===== src/rtl/bus_cycle_seq.sv =====
// bus_cycle_seq: sm83 M-cycle bus sequencer (T1..T4, TW wait stretch).
// Ports: CLK/RESET; req_rd/req_wr/req_addr/wdata request side;
//   WAIT, Test1, DL bus inputs; A/RD/WR/DataOut/DV to the data mux;
//   rdata, ready, done, err to the decoder.
// Option: BUS_SEQ_PIPELINE_EN lets a request be accepted in T4.
module bus_cycle_seq #(
  parameter int          ADDR_W    = 16,
  parameter logic [7:0]  IDLE_DATA = 8'hFF
) (
  input  logic              CLK,
  input  logic              RESET,
  input  logic              req_rd,
  input  logic              req_wr,
  input  logic [ADDR_W-1:0] req_addr,
  input  logic [7:0]        wdata,
  input  logic              WAIT,
  input  logic              Test1,
  input  logic [7:0]        DL,
  output logic [ADDR_W-1:0] A,
  output logic              RD,
  output logic              WR,
  output logic              DataOut,
  output logic [7:0]        DV,
  output logic [7:0]        rdata,
  output logic              ready,
  output logic              done,
  output logic              err
);

  typedef enum logic [2:0] {
    S_IDLE,
    S_T1,
    S_T2,
    S_TW,
    S_T3,
    S_T4
  } state_t;

  state_t              state_q, state_d;
  logic                op_q, op_d;
  logic [ADDR_W-1:0]   addr_q, addr_d;
  logic [7:0]          dv_q, dv_d;
  logic [7:0]          rdata_q, rdata_d;
  logic                rd_q, rd_d;
  logic                wr_q, wr_d;
  logic                dout_q, dout_d;
  logic                done_q, done_d;
  logic                err_q, err_d;
  logic                acc_ok, acc_bad;
  logic                strobe_st;

`ifdef BUS_SEQ_PIPELINE_EN
  assign ready = (state_q == S_IDLE) || (state_q == S_T4);
`else
  assign ready = (state_q == S_IDLE);
`endif

  assign acc_ok  = ready & (req_rd ^ req_wr);
  assign acc_bad = ready & req_rd & req_wr;

  always_comb begin
    state_d = state_q;
    op_d    = op_q;
    addr_d  = addr_q;
    dv_d    = dv_q;
    rdata_d = rdata_q;
    err_d   = 1'b0;

    unique case (state_q)
      S_IDLE: state_d = S_IDLE;
      S_T1:   state_d = S_T2;
      S_T2:   state_d = WAIT ? S_TW : S_T3;
      S_TW:   state_d = WAIT ? S_TW : S_T3;
      S_T3: begin
        state_d = S_T4;
        // Bus disabled: the precharged value is what a read sees.
        if (!op_q)
          rdata_d = Test1 ? IDLE_DATA : DL;
      end
      S_T4:   state_d = S_IDLE;
      default: state_d = S_IDLE;
    endcase

    if (acc_ok) begin
      state_d = S_T1;
      addr_d  = req_addr;
      op_d    = req_wr;
      if (req_wr)
        dv_d = wdata;
    end else if (acc_bad) begin
      state_d = S_IDLE;
      err_d   = 1'b1;
    end

    // Strobes are decoded from the next state so they flip on edges only.
    strobe_st = (state_d == S_T2) || (state_d == S_TW) ||
                (state_d == S_T3);
    rd_d   = !op_d && (strobe_st || (state_d == S_T1));
    wr_d   = op_d && strobe_st;
    dout_d = op_d && strobe_st;
    done_d = (state_d == S_T4);
  end

  always_ff @(posedge CLK or posedge RESET) begin
    if (RESET) begin
      state_q <= S_IDLE;
      op_q    <= 1'b0;
      addr_q  <= '0;
      dv_q    <= '0;
      rdata_q <= IDLE_DATA;
      rd_q    <= 1'b0;
      wr_q    <= 1'b0;
      dout_q  <= 1'b0;
      done_q  <= 1'b0;
      err_q   <= 1'b0;
    end else begin
      state_q <= state_d;
      op_q    <= op_d;
      addr_q  <= addr_d;
      dv_q    <= dv_d;
      rdata_q <= rdata_d;
      rd_q    <= rd_d;
      wr_q    <= wr_d;
      dout_q  <= dout_d;
      done_q  <= done_d;
      err_q   <= err_d;
    end
  end

  // Test1 masks the strobes without touching sequencing.
  assign RD      = rd_q & ~Test1;
  assign WR      = wr_q & ~Test1;
  assign DataOut = dout_q;
  assign A       = addr_q;
  assign DV      = dv_q;
  assign rdata   = rdata_q;
  assign done    = done_q;
  assign err     = err_q;

endmodule


===== config.mk =====
export PLATFORM = sky130hd
export DESIGN_NAME = bus_cycle_seq
export DESIGN_NICKNAME = d
export VERILOG_FILES = /design/src/rtl/bus_cycle_seq.sv
export SDC_FILE = /design/constraint.sdc
export NUM_CORES = 1
export LEC_CHECK = 0
export BUFFER_PORTS_ARGS = -buffer_cell sky130_fd_sc_hd__buf_2
export CELL_PAD_IN_SITES_DETAIL_PLACEMENT = 1
export CELL_PAD_IN_SITES_GLOBAL_PLACEMENT = 2
export CORE_UTILIZATION = 25
export DETAILED_ROUTE_END_ITERATION = 8
export PLACE_DENSITY = 0.72
export SYNTH_ARGS = -nofsm -noshare
export SYNTH_HDL_FRONTEND = slang
export SYNTH_SLANG_ARGS = --single-unit

===== constraint.sdc =====
create_clock -name CLK -period 1.7 [get_ports CLK]
set_clock_uncertainty 0.2 [all_clocks]
set_input_delay 0.17 -clock CLK [delete_from_list [all_inputs] [get_ports CLK]]
set_output_delay 0.17 -clock CLK [all_outputs]
set_load 0.01 [all_outputs]

Yosys cells after proc, flatten, opt, wreduce, memory -nomap -nowiden. Index checks and enable logic that the tools add are counted.

Register bits: 40. Input port bits: 38. Word-level logic and storage cells: 44.

Equal/unequal tests: 9. Muxes and demuxes: 8. Bitwise logic cells: 8. Reductions and logical operators: 10.

Operators with widths (count): 3-bit by 2-bit equality test with 1-bit output, second input constant (4); 3-bit equality test, second input constant (3); 3-bit 2-to-1 mux (3); 3-bit case mux with 3 select lines (1); 8-bit 2-to-1 mux (1); 3-bit by 1-bit equality test with 1-bit output, second input constant (2); 1-bit AND (5); 2-bit AND reduction (2); 3-bit logical NOT (1); 1-bit logical OR (3); 1-bit 2-to-1 mux (3); 1-bit logical AND (2); 1-bit NOT (2); 2-bit OR reduction (1); 1-bit logical NOT (1); 1-bit bitwise XOR (1).

Depth between registers and ports, before layout. Gate-level depths: netlist of the first run.

Word-level depth: 10. Depth in mapped cells: 5. Mapped depth without buffers: 3.

Least setup slack after synthesis of the first run. Ideal clock, no wire load.

Path kind: register to register. From: register state_q[2]. To: register addr_q[0], in the netlist A[0]. Setup time: 125 ps. Data arrival time: 1442 ps. Required time: 1375 ps. Slack: -67 ps. Cell stages (with the launch flop): 6. Path buffers: 2. Clock period less this slack: 1767 ps. Cells stage by stage: dfrtp_1 buf_6 nor3_4 o21ai_4 buf_6 mux2_4.

Longest elaborated chain between the ends: 2.

RTL lines: start, declared (RTL line 39) `state_t state_q, state_d;`; start signal, assigned (RTL line 117) `state_q <= state_d;`; 3-bit logical NOT (RTL line 55) `assign ready = (state_q == S_IDLE);`; net ready (RTL line 25) `output logic ready,`; 1-bit AND (RTL line 58) `assign acc_ok = ready & (req_rd ^ req_wr);`; end signal, assigned (RTL line 119) `addr_q <= addr_d;`; end, declared (RTL line 41) `logic [ADDR_W-1:0] addr_q, addr_d;`.

The timed path passes the listed nets, and every way through them passes these cells. A chain may end at the register's enable or synchronous reset.

Worst setup path after layout of the first run.
From: register state_q[1]. To: output port ready.

Longest elaborated chain between the ends: 1.

RTL lines (RTL line): 3-bit logical NOT (55); end, declared (25).

No other way between the ends.

==> qor.yml, run 1 <==
global_routing:
  grt_pass1_wl_um: 6790
  grt_max_degree: 41
  grt-ovfl-total: 0
  grtUsageTotal_pct: 12.5
  grt_pass1_vias: 1460
  antenna_found_initial: 0
setup_path:
  cp-end-kind: "primary output"
  critPathLaunchType: "flop"
  crit_start: "state_q[1]"
  r2r-start: "state_q[1]"
  cp.required_ps: 1330
  worstSetupPathType: "flop to primary output"
  reg2reg_slack_ps: 90
  critPathArrivalTime_ps: 1240
  worstPathMaxFanout: 3
timing:
  setup_viol: 0
  maxSlewViolCount: 0
  worst_pin_slew_ps: 508
  fin_crit_ps: 1610
  timing.hold.ws_ps: 30.4
  hold_viol: 0
  slew_headroom_pct: 66.1
  fmax_mhz: 620
  finalCritPeriodShare_pct: 94.9
layout:
  stdcell_area_sq_mm: 0.00261
  area_delta_synth_final_pct: 59.6
  n_antenna_cell: 0
  drive_gt1_share_pct: 52.5
  fin_nets: 281
clock_tree:
  cts.sinks: 40
  ctsRootBufferMaster: "clkbuf_8"
  cts_buffers: 5
  cts.reportedPaths.clkPinSlew_ps: 80
  cts_tree: "built"
  htreeDepth: 2
  clock_latency_ps: 290
  cts_buffer_depth: 2
route:
  wire_per_inst_um: 12.7
  via_per_inst: 4.24
  routed_wirelength_um: 4070
  drt_first_pass_iters: 4
  ant_nets: 0
  route.detailed.drc: 0
  num_vias: 1362
  drtIter0Drc: 29
logic_synthesis:
  syn_nets: 159
  yosysTopAreaCell: "dfrtp_1"
  ys_warn_count: 0
  synthCells: 121
  syn_avg_cell_area_sq_um: 13.5
  synth-seq-cells: 40
  synth_cell_type_count: 25
  synth.area.top_cells: "dfrtp_1, dfstp_2, mux2_2, mux2_4, nor2_1"
  synth_top_area_share_pct: 49.0
  synth_area_sq_mm: 0.00164
  ys_seq_area_share_pct: 61.8
floorplanning:
  die_area_sq_mm: 0.00687
  ioPinCount: 76
  fp.dieH_um: 82.9
  rows: 29
  die_w_um: 82.9
  start_util_pct: 25.8
  core-area_sq_mm: 0.00635
run_status:
  outcome: "finished clean"
placed_design:
  postPlaceCellArea_sq_mm: 0.00213
  io_buffers: 75
  place_congestion: 0.652
pwr:
  ir_drop_mv: 0.717
  leakagePower_nw: 1.28
  powerDensity_mw_per_mm2: 1600
run:
  drv_cap: 0
min_path:
  min_from: "Test1"
  holdCritPathClass: "input pin to flop"
## cells in the final DEF, fill, tap and decap left out, drive strengths merged, types with 2 or more instances in the layout
| master | Yosys | final |
|---|---|---|
| nor2b | 4 | 4 |
| clkinvlp | 0 | 2 |
| mux2 | 24 | 24 |
| dlygate4sd3 | 0 | 36 |
| a21oi | 9 | 9 |
| dfstp | 8 | 8 |
| clkbuf | 1 | 6 |
| o21ai | 2 | 2 |
| buf | 4 | 84 |
| inv | 3 | 3 |
| nand2 | 6 | 6 |
| nor2 | 19 | 19 |
| dfrtp | 32 | 32 |
## final timing paths
path                            end  depth (start not counted)
min in group asynchronous     A[13]                          4
max reg2reg                   DV[0]                          4
min                        rdata[4]                          3
min reg2reg                rdata[1]                          2
max in group asynchronous  rdata[0]                          4
max                           ready                          3
## cells by family (layout without fill, tap and decap cells)
family / count (synthesis) / after routing / synth area share (%)
muxes: 24 / 24 / 18.6
AOI/OAI and AO/OA: 15 / 15 / 5.97
buffers and inverters: 8 / 131 / 3.06
and+or+nand+nor: 34 / 34 / 10.6
DFF: 40 / 40 / 61.8
## power by group
group          switching (mW)  internal, mW
clock                   0.339         0.329
sequential              0.237          1.44
combinational           0.810          1.02
## per-layer routing
layer  wire length [um]  GRT usage [%]  vias to the layer above
met3                380           5.37                        5
li1                   -              -                      650
met5                  0              0                        -
met2               1930           20.6                       65
met4                 37           3.29                        0
met1               1720           14.8                      642
## per-stage QoR
step | TNS [ps] | std cells | util (%) | power [mW] | setup WS, ps
after floorplan | -606 | 121 | - | 2.75 | -67.3
after CTS | 0 | 319 | 40.8 | 4.18 | 23.9
after global placement | 0 | 275 | 33.6 | 3.39 | 158
after detailed placement | 0 | 275 | 33.6 | 3.42 | 140
final | 0 | 321 | 41.1 | 4.18 | 86.0
after global routing | -0.655 | 321 | 41.1 | 4.48 | -0.655
## timing repair
item,4_1_cts,5_1_grt
setup endpoints to repair,0,1
buffers inserted,0,2
hold buffers,36,0
gates resized for setup,0,1
endpoints found under the hold margin,69,0
## final cells by class
type / count / area (sq um)
tap: 77 / 96.3
fill: 706 / 3740
inverter: 3 / 11.3
clock buffer: 6 / 82.6
sequential: 40 / 1010
clock inverter: 2 / 15.0
multi-input combinational: 73 / 574
timing repair buffer: 120 / 820
## worst max-delay path, stage by stage (launching register included)
cell     delay, ps
dfrtp_1        410
nor3_4         280
buf_6          140
buf_2          130
## state kept, by name (all words and copies together) (netlist names)
name     flops
DV           8
DataOut      1
op_q         1
rdata        8
state_q      3
A           16
done         1
rd_q         1
err          1
## synth_stat cells
| master | number |
|---|---|
| dfrtp_1 | 32 |
| nor2_1 | 19 |
| mux2_2 | 15 |
| a21oi_1 | 9 |
| mux2_4 | 9 |
| dfstp_2 | 8 |
| nand2_1 | 5 |
| nor2b_1 | 4 |
| inv_1 | 3 |
| buf_6 | 2 |
| a21o_1 | 1 |
| a22o_1 | 1 |
| and3_1 | 1 |
| buf_2 | 1 |
| buf_4 | 1 |
| clkbuf_1 | 1 |
| nand2_2 | 1 |
| nand2b_1 | 1 |
| nor3_4 | 1 |
| nor3b_1 | 1 |
| nor4b_2 | 1 |
| o211ai_1 | 1 |
| o21ai_0 | 1 |
| o21ai_4 | 1 |
| o31ai_1 | 1 |
Note: power is estimated with default switching activity, not from simulation.
==> run 2: changes to the inputs <==
--- a/config.mk
+++ b/config.mk
@@ -11,4 +11,5 @@
 export CORE_UTILIZATION = 25
 export DETAILED_ROUTE_END_ITERATION = 8
+export HOLD_SLACK_MARGIN = 0.08
 export PLACE_DENSITY = 0.72
 export SYNTH_ARGS = -nofsm -noshare
==> constraint.sdc (replaced) <==
create_clock -name CLK -period 1.7 [get_ports CLK]
set_clock_uncertainty 0.2 [all_clocks]
set_input_delay 0.085 -clock CLK [delete_from_list [all_inputs] [get_ports CLK]]
set_output_delay 0.085 -clock CLK [all_outputs]
set_load 0.01 [all_outputs]
==> run 2 against run 1 <==
Highest routed layer unchanged. Core utilization up 0.81 points. Critical endpoint unchanged. Largest power group unchanged. Non-clock buffer count up 7. Via count up 1.7%.
==> qor.yml, run 2 (synthesis gave the netlist of run 1 again) <==
timing:
  fin_crit_ps: 1580
  worst_pin_slew_ps: 519
  setup_viol: 0
  timing.hold.ws_ps: 239
  maxSlewViolCount: 0
  slew_headroom_pct: 65.4
  hold_viol: 0
  finalCritPeriodShare_pct: 93.1
  fmax_mhz: 632
  rsz0062_at_grt: "no"
clock_tree:
  cts_resized: 0
  cts.sinks: 40
  cts.reportedPaths.clkPinSlew_ps: 80
  ctsRootBufferMaster: "clkbuf_8"
  clock_latency_ps: 290
  cts_buffers: 5
  cts_tree: "built"
  htreeDepth: 2
  cts_buffer_depth: 2
layout:
  layout_common_cells: "buf_2, dlygate4sd3_1, dfrtp_1"
  drive_gt1_share_pct: 50.2
  fill_cells: 712
  mostFrequentLayoutCell: "buf_2"
  n_antenna_cell: 0
  largest_reg_flops: 16
  fin_cells: 328
  multi_input_area_sq_um: 583
  area_delta_synth_final_pct: 62.7
  fin_nets: 289
  register_area_sq_mm: 0.00101
run_status:
  outcome: "finished clean"
route:
  drtIter0Drc: 24
  drt_first_pass_iters: 3
  route.detailed.drc: 0
  ant_nets: 0
  num_vias: 1385
  wire_per_inst_um: 13.1
  routed_wirelength_um: 4300
  via_per_inst: 4.22
setup_path:
  cpPeakStageDelay_ps: 410
  worstPathMaxFanout: 5
  crit_top_cell: "buf_4"
  critPathBufInv: 3
  crit_slowest_cell: "dfrtp_1"
  reg2reg_slack_ps: 150
  critPathTopFamily: "buffers and inverters"
  path_depth: 4
  cp-end-kind: "primary output"
  critPathLaunchType: "flop"
  critPathArrivalTime_ps: 1300
  cp_cell_sequence: "nor3_4 -> buf_4 -> buf_4 -> buf_2"
  cp.required_ps: 1410
  rr_worst_depth: 4
  worstSetupPathType: "flop to primary output"
global_routing:
  grt_pass1_vias: 1509
  grt_max_degree: 41
  grt_pass1_wl_um: 7170
  antenna_found_initial: 0
  grt-ovfl-total: 0
  grtUsageTotal_pct: 13.2
floorplanning:
  die_area_sq_mm: 0.00687
  core-area_sq_mm: 0.00635
  fp.dieH_um: 82.9
  die_w_um: 82.9
  ioPinCount: 76
  rows: 29
  start_util_pct: 25.8
pwr:
  powerDensity_mw_per_mm2: 1540
  ir_drop_mv: 0.858
  power.total_mw: 4.09
  leakagePower_nw: 1.31
run:
  drv_cap: 0
placed_design:
  dp.cells: 274
  io_buffers: 75
  place_congestion: 0.711
  hpwl_um: 2570
min_path:
  holdPathStages: 4
  holdCritPathClass: "input pin to flop"
==> run 2: cell count changes in the layout (fill, tap and decap cells not counted) <==
cell	delta
dlygate4sd3_1	+9
buf_12	-1
buf_6	-1
clkbuf_8	-1
clkinv_2	+1
clkinvlp_4	-1
o21ai_2	+1
==> run 2: what timing repair did <==
action / 4_1_cts / 5_1_grt
setup endpoints to repair: 0 / 16
hold buffers: 45 / 0
endpoints found under the hold margin: 70 / 0
buffers inserted: 0 / 1
==> run 2: report_power, final <==
part	internal, mW	leakage [nW]	switching (mW)
Clock	0.278	0.0400	0.332
Sequential	1.44	0.468	0.242
Combinational	0.983	0.802	0.812
==> run 2: final cells by class <==
cell class	count	share of cell area, %
clock buffers	5	2.59
well taps	77	3.62
multi-input cells	74	21.9
repair buffers	127	33.0
clock inverters	2	0.470
flip-flops and latches	40	38.0
inverters	3	0.423
==> run 2: per-stage QoR <==
step | setup TNS [ps] | instance area, sq um | util, % | setup slack [ps]
floorplan | -606 | 1640 | - | -67.3
detailed placement | 0 | 2110 | 33.3 | 4.58
CTS | 0 | 2650 | 41.7 | 41.0
finish | 0 | 2660 | 41.9 | 117
global placement | 0 | 2110 | 33.3 | 29.4
global route | 0 | 2660 | 41.9 | 58.1
==> run 2: tightest hold or removal path, delay by kind of cell <==
kind                   cells  cell delay, ps
AND/OR/NAND/NOR            2             320
multiplexers               1             190
buffers and inverters      1             100
==> run 2: path summary, 6_finish.rpt <==
kind                       startpoint       end
setup / recovery           state_q[1]     ready
hold / removal                 req_rd     DV[2]
setup reg to reg           state_q[1]     DV[5]
hold reg to reg                 DV[0]     DV[0]
max in group asynchronous       RESET  rdata[7]
min in group asynchronous       RESET      A[6]
==> run 2: layer usage <==
metal / part of all wire, % / wire length [um] / vias up / track usage, %
met1: 43 / 1870 / 654 / 16.6
li1: - / - / 666 / -
met3: 7.5 / 323 / 5 / 4.17
met5: 0 / 0 / - / 0
met4: 1.0 / 43 / 0 / 4.70
met2: 48 / 2070 / 60 / 21.4
==> run 3: changes to the inputs <==
GPL_TIMING_DRIVEN = 0   (was unset)
==> run 3 against run 2 <==
First-iteration DRC count is the same. Critical endpoint is now A[5]. Global-route usage up 0.34 points. Core utilization rose by 0.79 points. Flip-flop and latch count unchanged. Combinational power is 4% higher. Clock-buffer cell count unchanged. Sequential power about the same. Largest power group unchanged. Register-to-register slack worse by 110 ps. Clock power rose by 28%. Hold slack got worse by 110 ps. Via count increased by 0.87%.
==> qor.yml, run 3 (synthesis gave the netlist of run 1 again) <==
placed_design:
  hpwl_um: 2610
  place_congestion: 0.686
  pre_cts_slack_ps: -209
  dp.cells: 272
  io_buffers: 74
pwr:
  leakagePower_nw: 1.34
  powerDensity_mw_per_mm2: 1600
  power.total_mw: 4.33
  ir_drop_mv: 0.637
setup_path:
  crit_top_cell: "buf_6"
  critPathBufInv: 2
  rr_endpoint: "A[5]"
  crit_slowest_cell: "dfrtp_1"
  reg2reg_slack_ps: 40
  worstSetupPathType: "flop to flop"
  critPathTopFamily: "flip-flops"
  cp_cell_sequence: "buf_6 -> nor3_4 -> o21ai_4 -> buf_6 -> mux2_4"
  worstPathMaxFanout: 10
  cp-end-kind: "flop"
  critPathArrivalTime_ps: 1640
  r2r-start: "state_q[2]"
  cp.required_ps: 1680
  critPathLaunchType: "flop"
  rr_worst_depth: 5
  cpPeakStageDelay_ps: 380
layout:
  n_antenna_cell: 0
  fin_nets: 289
  largest_reg_flops: 16
  layout_common_cells: "buf_2, dlygate4sd3_1, dfrtp_1"
  fill_cells: 720
  utilization_pct: 42.7
  area_delta_synth_final_pct: 65.8
  drive_gt1_share_pct: 51.6
  fin_cells: 329
  mostFrequentLayoutCell: "buf_2"
floorplanning:
  core-area_sq_mm: 0.00635
  ioPinCount: 76
  rows: 29
  die_area_sq_mm: 0.00687
  fp.dieH_um: 82.9
  start_util_pct: 25.8
  die_w_um: 82.9
clock_tree:
  htreeDepth: 2
  cts.reportedPaths.clkPinSlew_ps: 80
  ctsRootBufferMaster: "clkbuf_8"
  cts_tree: "built"
  cts_buffers: 5
  clock_latency_ps: 290
  cts_buffer_depth: 2
  cts.sinks: 40
timing:
  setup_ws_ps: 39.6
  setup_tns_ps: 0
  worst_pin_slew_ps: 868
  finalCritPeriodShare_pct: 97.7
  fmax_mhz: 602
  rsz0062_at_grt: "no"
  setup_viol: 0
  maxSlewViolCount: 0
  fin_crit_ps: 1660
  hold_viol: 0
  slew_headroom_pct: 42.1
min_path:
  holdPathStages: 4
  min_to: "DV[0]"
  holdCritPathClass: "input pin to flop"
  min_from: "req_rd"
route:
  num_vias: 1397
  via_per_inst: 4.25
  wl_met3_um: 343
  drt_first_pass_iters: 3
  drtIter0Drc: 24
  wl_met1_um: 1770
  route.met2.wl_um: 2180
  wire_per_inst_um: 13.2
  ant_nets: 0
  route.detailed.drc: 0
  routed_wirelength_um: 4330
  routed.top_layer: "met4"
global_routing:
  grt_pass1_vias: 1546
  antenna_found_initial: 0
  grt_pass1_wl_um: 7470
  grt-ovfl-total: 0
  grtUsageTotal_pct: 13.6
  grt_max_degree: 41
run_status:
  outcome: "finished clean"
run:
  drv_cap: 0
## run 3: tightest hold or removal path: stages
cell and delay [ps]:
buf_2 100, nor2b_1 100, nand2_4 150, mux2_2 160
## run 3: metrics by stage
step           hold WS (ps)  cell area, sq um
6_report                134              2710
2_1_floorplan          24.7              1640
5_1_grt                 157              2710
3_3_place_gp            116              2100
4_1_cts                 133              2710
3_5_place_dp            120              2100
## run 3: timing repair
item	in CTS	in global routing
hold buffers	44	0
resized for setup	3	2
hold endpoints to repair	70	0
pin swaps	2	1
setup buffers	5	0
endpoints found under the setup margin	25	19
## run 3: worst max-delay path by stage
| stage | start | end | slack [ps] | cells after the start |
|---|---|---|---|---|
| 2_1_floorplan | state_q[2] | A[0] | -70 | 5 |
| 3_3_place_gp | state_q[1] | rdata[0] | -210 | 5 |
| 3_5_place_dp | state_q[1] | rdata[0] | -210 | 5 |
| 4_1_cts | state_q[1] | A[3] | 9 | 5 |
| 5_1_grt | state_q[2] | A[4] | 1 | 5 |
| 6_report | state_q[2] | A[5] | 40 | 5 |
## run 3: area by class of cell
type                            count  area [sq um]  area share (%)
Timing Repair Buffer              123           848            31.3
Buffer                              5          41.3            1.52
Tap cell                           77          96.3            3.55
Clock inverter                      3          42.5            1.57
Inverter                            3          11.3           0.415
Multi-Input combinational cell     73           591            21.8
Sequential cell                    40          1010            37.3
Clock buffer                        5          68.8            2.54
## run 3: per-layer routing
layer	up-vias	GRT usage [%]
li1	668	-
met1	665	15.7
met2	59	24.0
met3	5	4.27
met4	0	3.76
met5	-	0
## run 3: report_power, final
part | internal (mW) | switching, mW | leakage (nW)
registers | 1.44 | 0.242 | 0.467
logic | 1.02 | 0.840 | 0.814
clock network | 0.435 | 0.347 | 0.0541
total | 2.90 | 1.43 | 1.34
